--- config.mk ---
export PLATFORM = sky130hd
export DESIGN_NAME = oam_dma_ctrl
export DESIGN_NICKNAME = d
export VERILOG_FILES = /design/src/rtl/dma_pkg.sv /design/src/rtl/dma_addr_gen.sv /design/src/rtl/oam_dma_ctrl.sv
export SDC_FILE = /design/constraint.sdc
export NUM_CORES = 1
export LEC_CHECK = 0
export CORE_MARGIN = 4
export CORE_UTILIZATION = 36
export DETAILED_ROUTE_END_ITERATION = 8
export PLACE_DENSITY = 0.78
export SETUP_SLACK_MARGIN = 0.1
export SLEW_MARGIN = 0
export SYNTH_ARGS = -nofsm -noshare
export SYNTH_HDL_FRONTEND = slang
export SYNTH_SLANG_ARGS = --single-unit
--- constraint.sdc ---
create_clock -name cpu_clk -period 2.9 [get_ports cpu_clk]
set_input_delay 0.58 -clock cpu_clk [delete_from_list [all_inputs] [get_ports cpu_clk]]
set_output_delay 0.58 -clock cpu_clk [all_outputs]
set_load 0.005 [all_outputs]
--- src/rtl/dma_pkg.sv ---
// Shared definitions for the sprite-attribute (OAM) DMA controller.
//   dma_state_t   : controller FSM state encoding (also exported on the debug port)
//   DMA_REG_ADDR  : CPU address of the DMA source register
//   OAM_XFER_LEN  : bytes copied per transfer (size of OAM)
//   HRAM_IO_BASE  : accesses at or above this address never touch the system bus
//   OAM_BASE      : CPU-visible OAM base, kept for trace/decode tooling
//   mirror_src()  : folds echo-RAM source pages (E0..FF) onto C0..DF
package dma_pkg;

  typedef enum logic [1:0] {
    DMA_IDLE  = 2'd0,
    DMA_SETUP = 2'd1,
    DMA_RD    = 2'd2,
    DMA_WR    = 2'd3
  } dma_state_t;

  localparam logic [15:0] DMA_REG_ADDR = 16'hFF46;
  localparam int          OAM_XFER_LEN = 160;
  localparam logic [15:0] HRAM_IO_BASE = 16'hFF00;
  localparam logic [15:0] OAM_BASE     = 16'hFE00;

  // Pages E0..FF alias the work RAM at C0..DF; clearing bit 5 maps them back.
  function automatic logic [7:0] mirror_src(input logic [7:0] raw);
    return (raw >= 8'hE0) ? (raw & 8'hDF) : raw;
  endfunction

endpackage

--- src/rtl/dma_addr_gen.sv ---
// Address generator for the OAM DMA.
// Holds the effective source page and the byte index of the transfer.
//   cpu_clk, rst : clock, asynchronous active-high reset
//   load_src     : capture a new source page from src_raw (mirror mask applied)
//   src_raw      : raw value written to the source register
//   clr_idx      : restart the byte index at 0 (has priority over inc_idx)
//   inc_idx      : advance the byte index; saturates at the last byte
//   dma_addr     : bus read address {src_hi, idx}
//   oam_addr     : OAM byte index (same as idx)
//   last         : idx is the final byte of the transfer
module dma_addr_gen
  import dma_pkg::*;
#(
  parameter int XFER_LEN = OAM_XFER_LEN
) (
  input  logic        cpu_clk,
  input  logic        rst,
  input  logic        load_src,
  input  logic [7:0]  src_raw,
  input  logic        clr_idx,
  input  logic        inc_idx,
  output logic [15:0] dma_addr,
  output logic [7:0]  oam_addr,
  output logic        last
);

  localparam logic [7:0] LAST_IDX = 8'(XFER_LEN - 1);

  logic [7:0] src_hi;
  logic [7:0] idx;

  always_ff @(posedge cpu_clk or posedge rst) begin
    if (rst) begin
      src_hi <= 8'h00;
      idx    <= 8'h00;
    end else begin
      if (load_src) begin
        src_hi <= mirror_src(src_raw);
      end
      if (clr_idx) begin
        idx <= 8'h00;
      end else if (inc_idx && !last) begin
        // Saturating: idx never passes the last byte, so it cannot wrap.
        idx <= idx + 8'd1;
      end
    end
  end

  assign last     = (idx == LAST_IDX);
  assign dma_addr = {src_hi, idx};
  assign oam_addr = idx;

endmodule

--- src/rtl/oam_dma_ctrl.sv ---
// Sprite-attribute DMA controller.
// A CPU write to the source register copies XFER_LEN bytes from page src_hi
// into OAM, one byte per RD/WR pair. While the copy runs the controller owns
// the system bus and stalls CPU accesses below HRAM_IO_BASE.
//
// Strobe semantics: cpu_we/cpu_re, dma_re and oam_we are single-cycle
// qualifiers with no back-pressure. A bus read issued with dma_re in cycle N
// returns its data on dma_rdata in cycle N+1; oam_we in cycle N+1 writes that
// data. dma_done is high for exactly one cycle, coincident with the final
// oam_we, unless a source-register write in that same cycle restarts the copy.
//
// Ports:
//   cpu_clk, rst          : clock, asynchronous active-high reset
//   cpu_addr/wdata/we/re  : CPU memory port
//   cpu_rdata             : source register readback, 8'h00 when not addressed
//   cpu_reg_hit           : CPU access targets the source register
//   cpu_stall             : CPU access below HRAM_IO_BASE during a copy
//   dma_active            : copy in progress (RD/WR), OAM busy for the PPU
//   dma_addr, dma_re      : system bus read port
//   dma_rdata             : system bus read data (one cycle after dma_re)
//   oam_addr/wdata/we     : OAM write port
//   dma_done              : final byte written
//   dbg_state             : FSM state, for debug/trace
module oam_dma_ctrl
  import dma_pkg::*;
#(
  parameter int          XFER_LEN = OAM_XFER_LEN,
  parameter logic [15:0] REG_ADDR = DMA_REG_ADDR
) (
  input  logic        cpu_clk,
  input  logic        rst,
  input  logic [15:0] cpu_addr,
  input  logic [7:0]  cpu_wdata,
  input  logic        cpu_we,
  input  logic        cpu_re,
  output logic [7:0]  cpu_rdata,
  output logic        cpu_reg_hit,
  output logic        cpu_stall,
  output logic        dma_active,
  output logic [15:0] dma_addr,
  output logic        dma_re,
  input  logic [7:0]  dma_rdata,
  output logic [7:0]  oam_addr,
  output logic [7:0]  oam_wdata,
  output logic        oam_we,
  output logic        dma_done,
  output dma_state_t  dbg_state
);

  dma_state_t state;
  logic [7:0] src_reg;
  logic       reg_wr;
  logic       last;
  logic       clr_idx;
  logic       inc_idx;

  // A simultaneous read and write counts as a write.
  assign reg_wr      = cpu_we && (cpu_addr == REG_ADDR);
  assign cpu_reg_hit = (cpu_addr == REG_ADDR) && (cpu_re || cpu_we);
  assign cpu_rdata   = cpu_reg_hit ? src_reg : 8'h00;
  assign cpu_stall   = dma_active && (cpu_re || cpu_we) && (cpu_addr < HRAM_IO_BASE);

  // A write to the source register in the final WR cycle restarts the copy
  // and swallows the completion pulse of the one being replaced.
  assign dma_done  = (state == DMA_WR) && last && !reg_wr;

  // Read data only exists in the cycle after dma_re, so it is forwarded
  // straight through in the WR cycle rather than registered.
  assign oam_wdata = oam_we ? dma_rdata : 8'h00;

  assign clr_idx   = reg_wr || (state == DMA_SETUP);
  assign inc_idx   = (state == DMA_WR) && !reg_wr;
  assign dbg_state = state;

  always_ff @(posedge cpu_clk or posedge rst) begin
    if (rst) begin
      src_reg <= 8'h00;
    end else if (reg_wr) begin
      src_reg <= cpu_wdata;
    end
  end

  // Strobes are registered together with the state they belong to, so each
  // one is high exactly while the FSM sits in RD (dma_re) or WR (oam_we).
  always_ff @(posedge cpu_clk or posedge rst) begin
    if (rst) begin
      state      <= DMA_IDLE;
      dma_active <= 1'b0;
      dma_re     <= 1'b0;
      oam_we     <= 1'b0;
    end else if (reg_wr) begin
      // New source from any state: one dead SETUP cycle, then start at byte 0.
      state      <= DMA_SETUP;
      dma_active <= 1'b0;
      dma_re     <= 1'b0;
      oam_we     <= 1'b0;
    end else begin
      case (state)
        DMA_IDLE: begin
          state      <= DMA_IDLE;
          dma_active <= 1'b0;
          dma_re     <= 1'b0;
          oam_we     <= 1'b0;
        end
        DMA_SETUP: begin
          state      <= DMA_RD;
          dma_active <= 1'b1;
          dma_re     <= 1'b1;
          oam_we     <= 1'b0;
        end
        DMA_RD: begin
          state      <= DMA_WR;
          dma_active <= 1'b1;
          dma_re     <= 1'b0;
          oam_we     <= 1'b1;
        end
        DMA_WR: begin
          if (last) begin
            state      <= DMA_IDLE;
            dma_active <= 1'b0;
            dma_re     <= 1'b0;
            oam_we     <= 1'b0;
          end else begin
            state      <= DMA_RD;
            dma_active <= 1'b1;
            dma_re     <= 1'b1;
            oam_we     <= 1'b0;
          end
        end
        default: begin
          state      <= DMA_IDLE;
          dma_active <= 1'b0;
          dma_re     <= 1'b0;
          oam_we     <= 1'b0;
        end
      endcase
    end
  end

  dma_addr_gen #(
    .XFER_LEN (XFER_LEN)
  ) u_addr_gen (
    .cpu_clk  (cpu_clk),
    .rst      (rst),
    .load_src (reg_wr),
    .src_raw  (cpu_wdata),
    .clr_idx  (clr_idx),
    .inc_idx  (inc_idx),
    .dma_addr (dma_addr),
    .oam_addr (oam_addr),
    .last     (last)
  );

endmodule

; ---- After elaboration in Yosys (flattened, before gate mapping)
; Index checks and enable logic that the tools add are counted.
; W data, S select, Z words.
[totals]
register_bits = 29
in_bits = 36
out_inout_bits = 48
elab_cells = 47
[op_classes]
addsub = 1
magnitude_cmp = 2
eq_ne = 5
mux = 15
n_reduce_logical = 17
[op_table]
columns = op, n
row1 = $mux W8, 4
row2 = $eq A16 B16 Y1 const B, 1
row3 = $lt A16 B16 Y1 const B, 1
row4 = $add A8 B1 Y8 const B, 1
row5 = $eq A8 B8 Y1 const B, 1
row6 = $ge A8 B8 Y1 const B, 1
row7 = $logic_and A1 B1 Y1, 8
row8 = $pmux W2 S4, 1
row9 = $mux W6, 1
row10 = $pmux W1 S3, 2
row11 = $eq A2 B2 Y1 const B, 2
row12 = $mux W1, 4
row13 = $mux W2, 2
row14 = $reduce_or A2 Y1, 2
row15 = $reduce_or A3 Y1, 1
row16 = $eq A2 B1 Y1 const B, 1
row17 = $logic_not A1 Y1, 2
row18 = $logic_not A2 Y1, 1
row19 = $logic_or A1 B1 Y1, 2
row20 = $pmux W1 S2, 1
row21 = $reduce_bool A2 Y1, 1

; ---- Longest topological paths before layout
[logic_depth]
depth_word = 7
mapped_depth = 6
depth_no_buf = 5

; ---- Cells and area by module
; From an unflattened synthesis, not the netlist that was laid out.
[hier_totals]
hier_cells = 142
hier_area_um2 = 1591.5
[modules_own_cells]
columns = module, n_inst, cells_per_inst, area_each_um2
row1 = dma_addr_gen, 1, 75, 825.8
row2 = oam_dma_ctrl, 1, 67, 765.7

; ---- Least setup slack after synthesis
; No wires, ideal clock.
[synth_timing]
kind = input -> output
startpoint = input cpu_addr[7]
endpoint = output dma_done
arrival_time_ns = 1.935
required_time_ns = 2.320
slack_ns = 0.385
path_stages = 6
cell_sequence = or4b_1 nor4_2 and2_1 buf_6 buf_4 nor2_1
[synth_between]
elab_chain_len = 4
[synth_lines]
columns = element, line_no
row1 = "start, declared", oam_dma_ctrl.sv:32  ; input logic [15:0] cpu_addr,
row2 = $eq A16 B16 Y1, oam_dma_ctrl.sv:58  ; assign reg_wr = cpu_we && (cpu_addr == REG_ADDR);
row3 = $logic_and A1 B1 Y1, oam_dma_ctrl.sv:58
row4 = $logic_not A1 Y1, oam_dma_ctrl.sv:65  ; assign dma_done = (state == DMA_WR) && last && !reg_wr;
row5 = $logic_and A1 B1 Y1, oam_dma_ctrl.sv:65
row6 = "end, declared", oam_dma_ctrl.sv:46  ; output logic dma_done,
; Every way passes these cells.

; ---- Final worst setup path
[layout_timing]
startpoint = input cpu_addr[11]
endpoint = output cpu_rdata[0]
[layout_between]
elab_chain_len = 3
[layout_lines]
columns = element, line_no
row1 = $eq A16 B16 Y1, oam_dma_ctrl.sv:59  ; assign cpu_reg_hit = (cpu_addr == REG_ADDR) && (cpu_re || cpu_we);
row2 = $logic_and A1 B1 Y1, oam_dma_ctrl.sv:59
row3 = $mux W8, oam_dma_ctrl.sv:60  ; assign cpu_rdata = cpu_reg_hit ? src_reg : 8'h00;
row4 = "end, declared", oam_dma_ctrl.sv:36  ; output logic [7:0] cpu_rdata,
; Every way passes these cells.

==> results.rst <==
.. list-table::
   :header-rows: 1

   * - Metric
     - Value
   * - Run status
     - finished clean
   * - Leakage power figure
     - roughly 1 nW
   * - Data arrival time at the worst-slack endpoint
     - between 2 and 2.5 ns
   * - Peak clock frequency supported by timing
     - about 360 MHz
   * - P_int
     - 0.722 mW
   * - Post-synthesis instance area
     - 1290 µm²
   * - Number of clock sinks
     - 22
   * - Root buffer selected by CTS
     - sky130_fd_sc_hd__clkbuf_4
   * - Depth of the worst hold-timing path
     - 1
   * - IO Port Bufs
     - 83
   * - Endpoint of the worst hold path
     - u_addr_gen.src_hi[5]$_DFFE_PP0N_
   * - Post-route setup TNS
     - 0 ns
   * - Total congestion overflow after global routing
     - 0
   * - Number of endpoints with negative hold slack in the final report
     - 0
   * - Fillers
     - 291
   * - Cell type contributing the most total cell area after synthesis
     - sky130_fd_sc_hd__dfrtp_1
   * - Critical path required time
     - ~2.3 ns
   * - Final WS setup
     - 0.104 ns
   * - Number of standard-cell rows in the floorplan
     - 21
   * - Most prevalent standard cell on the critical path
     - sky130_fd_sc_hd__buf_6
   * - IR drop worst, VDD
     - 0.000363 V
   * - Max Clock Skew
     - 0.00146 ns
   * - CTS tree
     - built
   * - Setup repair after global routing missed its margin
     - yes
   * - Number of buffers added by the clock tree synthesis step
     - 3
   * - Clock latency of the later-clocked register in the worst-skew pair
     - approximately 0.30 ns
   * - Post-synthesis instance total
     - 125
   * - Clock network fraction of total power
     - between 15 and 20%
   * - Bufs on Longest Clock Path
     - 2
   * - Stages on worst setup path
     - 8
   * - DRC violation count after routing
     - 0
   * - Vias in the first global route
     - 1339
   * - Startpoint class of the critical path
     - primary input
   * - Cell-by-cell trace of the critical path
     - clkdlybuf4s50_1 -> nand4_1 -> nor4_4 -> o21a_1 -> buf_6 -> buf_6 -> and2_4 -> buf_6
   * - Share of Yosys cell area claimed by the top area cell type
     - 42.5%
   * - Height of the die
     - 68.0 µm
   * - Placed instance count
     - 240
   * - Worst hold slack
     - 0.521 ns
   * - Total setup violations reported at the end of the flow
     - 0
   * - Total via count after detailed routing
     - between 1000 and 1500
   * - Clock slew at the register clock pins of the worst setup and hold paths
     - 0.11 ns
   * - Top post-synthesis cells by area
     - sky130_fd_sc_hd__dfrtp_1, sky130_fd_sc_hd__buf_4, sky130_fd_sc_hd__and2_1
   * - Total buffers and inverters traversed by the critical path
     - 4
   * - Worst reg-to-reg path cell count
     - 5
   * - Share of cells above drive strength 1
     - 21.7%
   * - Sw Ratio
     - 30.0%
   * - Total power density per cell area
     - about 470 nW/µm²
   * - Global-route wire length before repair
     - 6020 µm
   * - CP max stage cell
     - sky130_fd_sc_hd__clkdlybuf4s50_1
   * - Hold-fix buffers, CTS
     - 0
   * - Final cell count without fillers
     - 253
   * - Total of max-cap violations
     - 0
   * - Worst reg2reg path endpoint
     - u_addr_gen.oam_addr[0]$_DFFE_PP0P_
   * - H-tree levels
     - 1
   * - Starting DRC count in detailed routing
     - 33
   * - Min cycle time layout
     - about 2.8 ns
   * - Post-placement setup slack
     - -0.518 ns
   * - Total area of multi-input combinational cells
     - 632 µm²
   * - Net switching power of the design
     - 0.309 mW
   * - RePlAce Congestion
     - approximately 0.77
   * - Mean Syn Cell Area
     - 10.4 µm²
   * - Effective utilization at floorplan
     - between 30% and 40%
   * - Drt first pass iters
     - 4
   * - Top fanout value on the critical path
     - 3
   * - Gr usage total
     - 16.9%
   * - Post-route fraction of the period consumed by the critical path
     - a little over nine tenths
   * - Critical path's largest stage delay
     - 0.48 ns
   * - Max-slew violation count
     - 0
   * - Share of the yosys chip area belonging to registers
     - about 43%
   * - Nets in the synthesized netlist
     - approximately 170
   * - Area occupied by registers
     - 551 µm²
   * - Leading post-synthesis cells by instance count
     - sky130_fd_sc_hd__dfrtp_1, sky130_fd_sc_hd__and2_1, sky130_fd_sc_hd__buf_4, sky130_fd_sc_hd__mux2_2, sky130_fd_sc_hd__nor3_1
   * - Vias per std cell
     - 4.93
   * - Register-to-Register Setup Slack
     - 0.98 ns
   * - Initial antenna violation count
     - 0
   * - Worst Tran Pin Value
     - 0.786 ns
   * - Io pins
     - 84
   * - Maximum number of pins on one net before global-route repair
     - 23
   * - Primary flip-flop cell chosen by synthesis mapping
     - sky130_fd_sc_hd__dfrtp_1
   * - Crit path max-delay family
     - buffers and inverters
   * - Warnings from Yosys
     - 0
   * - Total power draw
     - ~1.0 mW
   * - Min-delay src
     - u_addr_gen.src_hi[5]$_DFFE_PP0N_
   * - Routed length per instance
     - 15.8 µm
   * - Post-route ant nets
     - 0
   * - Number of distinct library cell variants in the gate-level netlist after synthesis
     - 32
   * - Die Footprint
     - 4620 µm²
   * - # diodes
     - 0
   * - Worst hold path type
     - flip-flop to flip-flop
   * - Synthesis-stage register bit count
     - 22
   * - Total Nets Final
     - about 250
   * - Endpoint kind of the worst setup timing path
     - primary output
   * - Half-perimeter wire length after placement
     - 3010 µm
   * - Most frequent cell after synthesis
     - sky130_fd_sc_hd__dfrtp_1
   * - EDFF count, synth
     - 0
   * - Synth-to-Final Area Change
     - 69.0%
   * - Type of the setup path with the least slack
     - primary input to primary output
   * - Share of flip-flops with an asynchronous set or reset after synthesis
     - 100%
   * - Width of the die
     - 68.0 µm
   * - DRT Wirelength
     - 3990 µm
   * - Core ar.
     - 3420 µm²
   * - Proportion of power drawn by flip-flops and latches
     - 40.6%
   * - Share of total power in combinational logic
     - 43.8%
   * - Reg-to-Reg Start
     - u_addr_gen.oam_addr[0]$_DFFE_PP0P_
   * - Worst slew margin
     - 47.5%
==> through the flow <==
step                util [%]  instance area [µm²]
finish                  64.1                 2190
global route            64.1                 2190
CTS                     63.5                 2170
detailed placement      60.8                 2080
global placement        60.8                 2080
floorplan                  -                 1290
==> how the worst max path moves through the flow <==
stage                 start           end  slack, ns
2_1_floorplan   cpu_addr[7]      dma_done       0.39
3_3_place_gp    cpu_addr[7]  cpu_rdata[2]      -0.46
3_5_place_dp    cpu_addr[7]  cpu_rdata[2]      -0.52
4_1_cts        cpu_addr[15]  cpu_rdata[2]       0.09
5_1_grt         cpu_addr[4]  cpu_rdata[0]       0.05
6_report       cpu_addr[11]  cpu_rdata[0]       0.10
==> logic make-up (layout without fill, tap and decap cells) <==
| logic type | Yosys count | count (layout) | share of synthesized area [%] |
|---|---|---|---|
| simple gates | 49 | 49 | 22.6 |
| buf+inv | 24 | 105 | 12.2 |
| flops | 22 | 22 | 42.5 |
| compound gates | 12 | 13 | 7.25 |
| mux | 10 | 10 | 8.60 |
| fa+ha+maj | 5 | 5 | 4.83 |
| xor+xnor | 3 | 3 | 2.03 |
==> layer usage <==
layer | vias up | wire (µm) | GRT usage [%]
met5 | - | 0 | 0
met4 | 0 | 21 | 4.47
met3 | 4 | 442 | 4.60
met2 | 69 | 1900 | 30.0
met1 | 584 | 1620 | 20.0
li1 | 591 | - | -
==> layout by cell type, fill, tap and decap left out, types with 2 or more instances in the layout <==
master,count
sky130_fd_sc_hd__inv_1,6
sky130_fd_sc_hd__clkbuf_2,6
sky130_fd_sc_hd__buf_6,5
sky130_fd_sc_hd__nor2_1,6
sky130_fd_sc_hd__nor3_1,7
sky130_fd_sc_hd__buf_2,4
sky130_fd_sc_hd__dlygate4sd2_1,2
sky130_fd_sc_hd__a211oi_1,3
sky130_fd_sc_hd__clkdlybuf4s50_1,65
sky130_fd_sc_hd__mux2_2,9
sky130_fd_sc_hd__dlymetal6s2s_1,3
sky130_fd_sc_hd__clkbuf_4,3
sky130_fd_sc_hd__ha_1,5
sky130_fd_sc_hd__a2111oi_0,3
sky130_fd_sc_hd__and2_1,15
sky130_fd_sc_hd__dfrtp_1,22
sky130_fd_sc_hd__and2_4,3
sky130_fd_sc_hd__nand4_1,5
sky130_fd_sc_hd__buf_4,9
sky130_fd_sc_hd__xnor2_1,2
sky130_fd_sc_hd__nand2_1,4
==> what timing repair did <==
action / in CTS / in global routing
setup endpoints to repair: 10 / 6
buffers inserted: 7 / 1
resized for setup: 40 / 21
pin swaps: 2 / 5
cloned: 1 / 0
==> power by group through the flow <==
stage	registers (mW)	clock network (mW)	logic, mW
floorplan	0.418	0	0.195
finish	0.418	0.161	0.452
global route	0.433	0.182	0.502
CTS	0.422	0.166	0.461
detailed placement	0.427	0	0.458
global placement	0.423	0	0.447
==> final cells by class <==
cell class                 count  area share (%)
clock buffer                   4            1.66
inverter                       6            1.03
multi-input combinational     80            28.9
sequential                    22            25.2
tap                           46            2.63
timing repair buffer          95            40.7
(Power assumes the default switching activity.)
